==> config.mk <==
export PLATFORM = sky130hd
export DESIGN_NAME = regfile_wb_arbiter
export DESIGN_NICKNAME = d
export VERILOG_FILES = /design/src/rtl/regfile_wb_arbiter.sv
export SDC_FILE = /design/constraint.sdc
export NUM_CORES = 1
export LEC_CHECK = 0
export CORE_AREA = 2 2 155 157
export CTS_CLUSTER_SIZE = 24
export DETAILED_ROUTE_END_ITERATION = 8
export DIE_AREA = 0 0 157 159
export DONT_BUFFER_PORTS = 1
export PLACE_DENSITY = 0.35
export SETUP_SLACK_MARGIN = 0.2
export SLEW_MARGIN = 20
export SYNTH_ARGS = -nofsm -noshare
export SYNTH_HDL_FRONTEND = slang
export SYNTH_SLANG_ARGS = --single-unit
==> constraint.sdc <==
create_clock -name clk -period 2.3 [get_ports clk]
set_input_delay 0.575 -clock clk [delete_from_list [all_inputs] [get_ports clk]]
set_output_delay 0.575 -clock clk [all_outputs]
set_load 0.01 [all_outputs]
==> src/rtl/regfile_wb_arbiter.sv <==
// Write-back arbiter for the single register-file write port.
// Two requesters (A: ALU results, B: load results) each own a one-entry
// holding buffer. A round-robin arbiter picks which buffer drives the
// registered write port. When both buffers target the same register, the
// older buffer always goes first, so program order is kept for that register.
// The block also exports a pending-write mask for hazard detection and a
// sticky out-of-range address flag.

module regfile_wb_arbiter #(
   parameter int NUM_REGS    = 11,
   parameter bit ZERO_REG_RO = 1'b1,
   parameter int DATA_W      = 32
) (
   input  logic                clk,
   input  logic                rst,
   input  logic                a_valid,
   output logic                a_ready,
   input  logic [4:0]          a_addr,
   input  logic [DATA_W-1:0]   a_data,
   input  logic                b_valid,
   output logic                b_ready,
   input  logic [4:0]          b_addr,
   input  logic [DATA_W-1:0]   b_data,
   output logic                rf_write_en,
   output logic [4:0]          rf_write_addr,
   output logic [DATA_W-1:0]   rf_write_data,
   output logic [NUM_REGS-1:0] pending_mask,
   output logic                err_addr
);

   typedef enum logic {
      SIDE_A = 1'b0,
      SIDE_B = 1'b1
   } side_t;

   localparam logic [5:0] REG_LIMIT = 6'(NUM_REGS);

   logic              a_buf_valid;
   logic [4:0]        a_buf_addr;
   logic [DATA_W-1:0] a_buf_data;
   logic              b_buf_valid;
   logic [4:0]        b_buf_addr;
   logic [DATA_W-1:0] b_buf_data;

   side_t             rr_ptr;
   side_t             older;

   logic              load_a;
   logic              load_b;
   logic              grant_a;
   logic              grant_b;
   logic              contested;
   logic              any_grant;
   logic [4:0]        win_addr;
   logic [DATA_W-1:0] win_data;
   logic              win_legal;
   logic              win_zero_drop;

   function automatic logic [NUM_REGS-1:0] onehot(input logic [4:0] addr);
      logic [NUM_REGS-1:0] vec;
      vec = {{(NUM_REGS-1){1'b0}}, 1'b1} << addr;
      if ({1'b0, addr} >= REG_LIMIT) begin
         vec = '0;
      end
      return vec;
   endfunction

   assign a_ready = ~a_buf_valid & ~rst;
   assign b_ready = ~b_buf_valid & ~rst;
   assign load_a  = a_valid & a_ready;
   assign load_b  = b_valid & b_ready;

   // Pick a winner from the buffer contents as they stand before this edge's
   // loads: same-register writes go oldest first, otherwise the rr pointer decides.
   always_comb begin
      grant_a   = 1'b0;
      grant_b   = 1'b0;
      contested = 1'b0;
      if (a_buf_valid && b_buf_valid) begin
         if (a_buf_addr == b_buf_addr) begin
            grant_a = (older == SIDE_A);
         end else begin
            contested = 1'b1;
            grant_a   = (rr_ptr == SIDE_A);
         end
         grant_b = ~grant_a;
      end else begin
         grant_a = a_buf_valid;
         grant_b = b_buf_valid;
      end
   end

   // Route the winning buffer to the port and classify its address.
   always_comb begin
      any_grant     = grant_a | grant_b;
      win_addr      = grant_a ? a_buf_addr : b_buf_addr;
      win_data      = grant_a ? a_buf_data : b_buf_data;
      win_legal     = ({1'b0, win_addr} < REG_LIMIT);
      win_zero_drop = ZERO_REG_RO && (win_addr == 5'd0);
   end

   // Requester A holding buffer: load when empty, drain when granted.
   always_ff @(posedge clk) begin
      if (rst) begin
         a_buf_valid <= 1'b0;
         a_buf_addr  <= '0;
         a_buf_data  <= '0;
      end else if (load_a) begin
         a_buf_valid <= 1'b1;
         a_buf_addr  <= a_addr;
         a_buf_data  <= a_data;
      end else if (grant_a) begin
         a_buf_valid <= 1'b0;
      end
   end

   // Requester B holding buffer: same behaviour as A.
   always_ff @(posedge clk) begin
      if (rst) begin
         b_buf_valid <= 1'b0;
         b_buf_addr  <= '0;
         b_buf_data  <= '0;
      end else if (load_b) begin
         b_buf_valid <= 1'b1;
         b_buf_addr  <= b_addr;
         b_buf_data  <= b_data;
      end else if (grant_b) begin
         b_buf_valid <= 1'b0;
      end
   end

   // Track which buffer holds the earlier write; a tie favours A.
   always_ff @(posedge clk) begin
      if (rst) begin
         older <= SIDE_A;
      end else if (load_a && load_b) begin
         older <= SIDE_A;
      end else if (load_a && b_buf_valid) begin
         older <= SIDE_B;
      end else if (load_b && a_buf_valid) begin
         older <= SIDE_A;
      end
   end

   // Round-robin pointer only moves when two different registers compete.
   always_ff @(posedge clk) begin
      if (rst) begin
         rr_ptr <= SIDE_A;
      end else if (contested) begin
         rr_ptr <= grant_a ? SIDE_B : SIDE_A;
      end
   end

   // Registered write port; illegal and read-only-zero writes consume the
   // grant but leave the strobe low.
   always_ff @(posedge clk) begin
      if (rst) begin
         rf_write_en   <= 1'b0;
         rf_write_addr <= '0;
         rf_write_data <= '0;
      end else if (any_grant) begin
         rf_write_en   <= win_legal & ~win_zero_drop;
         rf_write_addr <= win_addr;
         rf_write_data <= win_data;
      end else begin
         rf_write_en   <= 1'b0;
      end
   end

   // Sticky flag for any granted write aimed past the last register.
   always_ff @(posedge clk) begin
      if (rst) begin
         err_addr <= 1'b0;
      end else if (any_grant && !win_legal) begin
         err_addr <= 1'b1;
      end
   end

   // Registers with a write still buffered or on the port, for decode stalls.
   always_comb begin
      pending_mask = '0;
      if (a_buf_valid) begin
         pending_mask = pending_mask | onehot(a_buf_addr);
      end
      if (b_buf_valid) begin
         pending_mask = pending_mask | onehot(b_buf_addr);
      end
      if (rf_write_en) begin
         pending_mask = pending_mask | onehot(rf_write_addr);
      end
   end

endmodule
==> impl_metrics.py <==
metrics = {
    "outcome": {
        "status": "finished clean",
    },
    "synth": {
        "synth_edf_count": 0,
        "yosys-top-cells-area": "dfxtp_1 (41%), nand2_1 (11%), o21ai_0 (6.8%)",
        "synth_cell_types": 52,
        "synthArstFlopShare_pct": 0,
        "synth_area_per_cell_sq_um": 7.77,
        "ys_warn_count": 0,
        "syn_inst": 736,
        "synth_top_area_share_pct": 41.0,
        "netlist_area_sq_um": 5720,
        "synth_area_leader_cell": "dfxtp_1",
        "synth_fp_nets": 814,
        "ys_seq_area_share_pct": 41.0,
        "ys.flop_type": "dfxtp_1",
        "ys_ff_latch": 117,
    },
    "placement": {
        "place.port_buffers": 0,
        "dp_hpwl_um": 12400,
        "gp_congestion": 0.780,
    },
    "timing": {
        "relSlewSlack_pct": 54.7,
        "max_freq_mhz": 469,
        "worst_pin_slew_ns": 0.679,
        "slew_violations": 0,
        "tns_ns": 0,
        "rsz0062_at_grt": "yes",
        "holdWs_ns": 0.235,
        "fin_crit_sh_pct": 92.8,
        "fin_crit_ns": 2.13,
        "finalSetupViolCount": 0,
        "skew_ns": 0.00829,
        "finalHoldViolCount": 0,
    },
    "cts": {
        "clkLatencyLatePin_ns": 0.41,
        "cts_tree": "built",
        "cts_root_buffer": "clkbuf_16",
        "clk_pin_slew_ns": 0.05,
        "clockBufferDepth": 2,
        "cts_buffers": 17,
        "cts_sinks": 117,
        "cts_max_level": 4,
    },
    "layout": {
        "fillers": 2506,
        "antennaDiodeCount": 0,
        "layout.nets": 784,
        "drive_above_1_share_pct": 14.7,
        "register_area_sq_um": 2370,
        "post-route-util_pct": 29.6,
        "multi_input_area_sq_um": 3170,
        "area_growth_pct": 20.3,
        "final_common_cell": "nand2_1",
        "final_cell_mix": "nand2_1 (166), dfxtp_1 (105), o21ai_0 (78), a21oi_1 (67), nor2_1 (40)",
    },
    "critical_path": {
        "r2r_end": "rf_write_data[28]",
        "worstPathArrival_ns": 1.56,
        "r2r_slack_ns": 0.38,
        "crit_fanout": 8,
        "timing.rr.start": "b_buf_addr[0]",
        "required_ns": 1.73,
        "end_kind": "output pin",
        "startpoint_type": "flip-flop",
        "reg2regPathDepth": 6,
        "critPathKind": "reg2out",
    },
    "worst_hold_path": {
        "hp-start": "rst",
        "hold_depth": 1,
        "min_path_type": "in2reg",
        "hold_end": "rf_write_addr[0]",
    },
    "routing": {
        "ant_nets": 0,
        "wire_per_inst_um": 18.4,
        "firstDrtPassIters": 5,
        "met3_wirelength_um": 1020,
        "wl_um": 19100,
        "via_count": 5219,
        "drc": 0,
        "routed_via_density": 5.03,
        "wl_met1_um": 8920,
        "drt_iter0_drc": 353,
        "dr_wl_met2_um": 8980,
        "dr.max_layer_used": "met4",
    },
    "global_route": {
        "antenna_found_initial": 0,
        "globalRouteOverflowTotal": 0,
        "grt_max_degree": 77,
        "first_global_vias": 5137,
        "grt_pass1_wl_um": 30100,
        "grt_use_total_pct": 15.5,
    },
    "die": {
        "die_area_sq_um": 25000,
        "initial_core_util_pct": 24.6,
        "core_area_sq_um": 23200,
        "ios": 130,
        "die_h_um": 159,
        "die_w_um": 157,
        "rows": 56,
    },
    "flow_run": {
        "max_cap_violations": 0,
    },
    "power_and_ir_drop": {
        "power_leakage_nw": 2.30,
        "power_density_nw_per_um2": 841,
        "ir_drop_mv": 0.401,
        "p_total_w": 0.00578,
    },
}
==> how the worst max path moves through the flow <==
stage | from | to | slack [ns]
after floorplan | rst | a_ready | 0.31
after global placement | rf_write_addr[1] | pending_mask[8] | 0.28
after detailed placement | rf_write_addr[1] | pending_mask[8] | 0.18
after CTS | rf_write_addr[0] | pending_mask[8] | 0.14
after global routing | rf_write_addr[0] | pending_mask[8] | 0.08
final | rf_write_addr[0] | pending_mask[8] | 0.17
==> cell type report <==
class,instances,share of cell area [%]
Multi-Input combinational cell,541,46.1
Sequential cell,117,34.5
Clock buffer,23,7.10
Tap cell,319,5.81
Timing Repair Buffer,26,4.11
Clock inverter,9,2.13
Inverter,3,0.164
==> what timing repair did <==
item	4_1_cts	5_1_grt
resized for setup	34	8
buffers inserted	0	2
setup endpoints to repair	11	11
hold buffers	0	0
pin swaps	10	9
hold endpoints to repair	0	0
==> metal layers <==
layer	track usage (%)	vias to the layer above
met5	0	-
met4	4.38	0
met3	4.44	10
met2	24.9	109
met1	20.3	2528
li1	-	2572
==> sequential cells by signal, indices dropped and copies added, names as in the netlist, 5 cells and up <==
name           cells
rf_write_data     32
b_buf_addr         5
b_buf_data        32
a_buf_data        32
a_buf_addr         5
rf_write_addr      5
==> through the flow <==
step | area, sq um | instances | worst slack [ns]
4_1_cts | 6840 | 1036 | 0.142
2_1_floorplan | 5720 | 736 | 0.308
6_report | 6870 | 1038 | 0.166
3_5_place_dp | 6070 | 1004 | 0.179
5_1_grt | 6870 | 1038 | 0.0799
3_3_place_gp | 6070 | 1004 | 0.281
==> worst max-delay path, stage by stage, from the launching register on <==
cell	delay, ns
dfxtp_4	0.38
nand2_2	0.07
nand2_2	0.06
nor4b_4	0.36
a22oi_1	0.15
nand2_1	0.13
==> kinds of logic (layout without fill, tap and decap cells) <==
family,after synthesis,count (layout),share of synthesized area [%]
AOI/OAI and AO/OA,242,242,26.6
xor gates and xnor gates,6,6,1.31
buffers and inverters,78,61,5.98
DFF,117,117,41.0
muxes,5,5,0.963
and+or+nand+nor,288,288,24.1
==> synth_stat cells, types with 2 or more instances <==
cell	n
nand2_1	170
dfxtp_1	117
o21ai_0	78
a21oi_1	67
clkbuf_1	42
nor2_1	40
nor3b_1	35
o211ai_1	33
a41oi_1	32
buf_2	21
nor2b_1	9
a22oi_1	8
buf_1	8
nand3_1	7
a211oi_1	4
and4b_1	4
mux2_2	4
nor4_2	4
o22ai_1	4
inv_1	3
nand2b_1	3
nor3_1	3
xnor2_2	3
a32oi_1	2
and2_1	2
buf_4	2
buf_6	2
nor4_1	2
nor4b_1	2
o21a_1	2
xnor2_1	2
==> where the power goes <==
group	switching (W)	leakage [nW]	internal [W]
clock	0.000954	0.317	0.00192
sequential	0.000141	0.967	0.00217
combinational	0.000372	1.02	0.000228
total	0.00147	2.30	0.00432
Power figures use the tool's default switching activity.
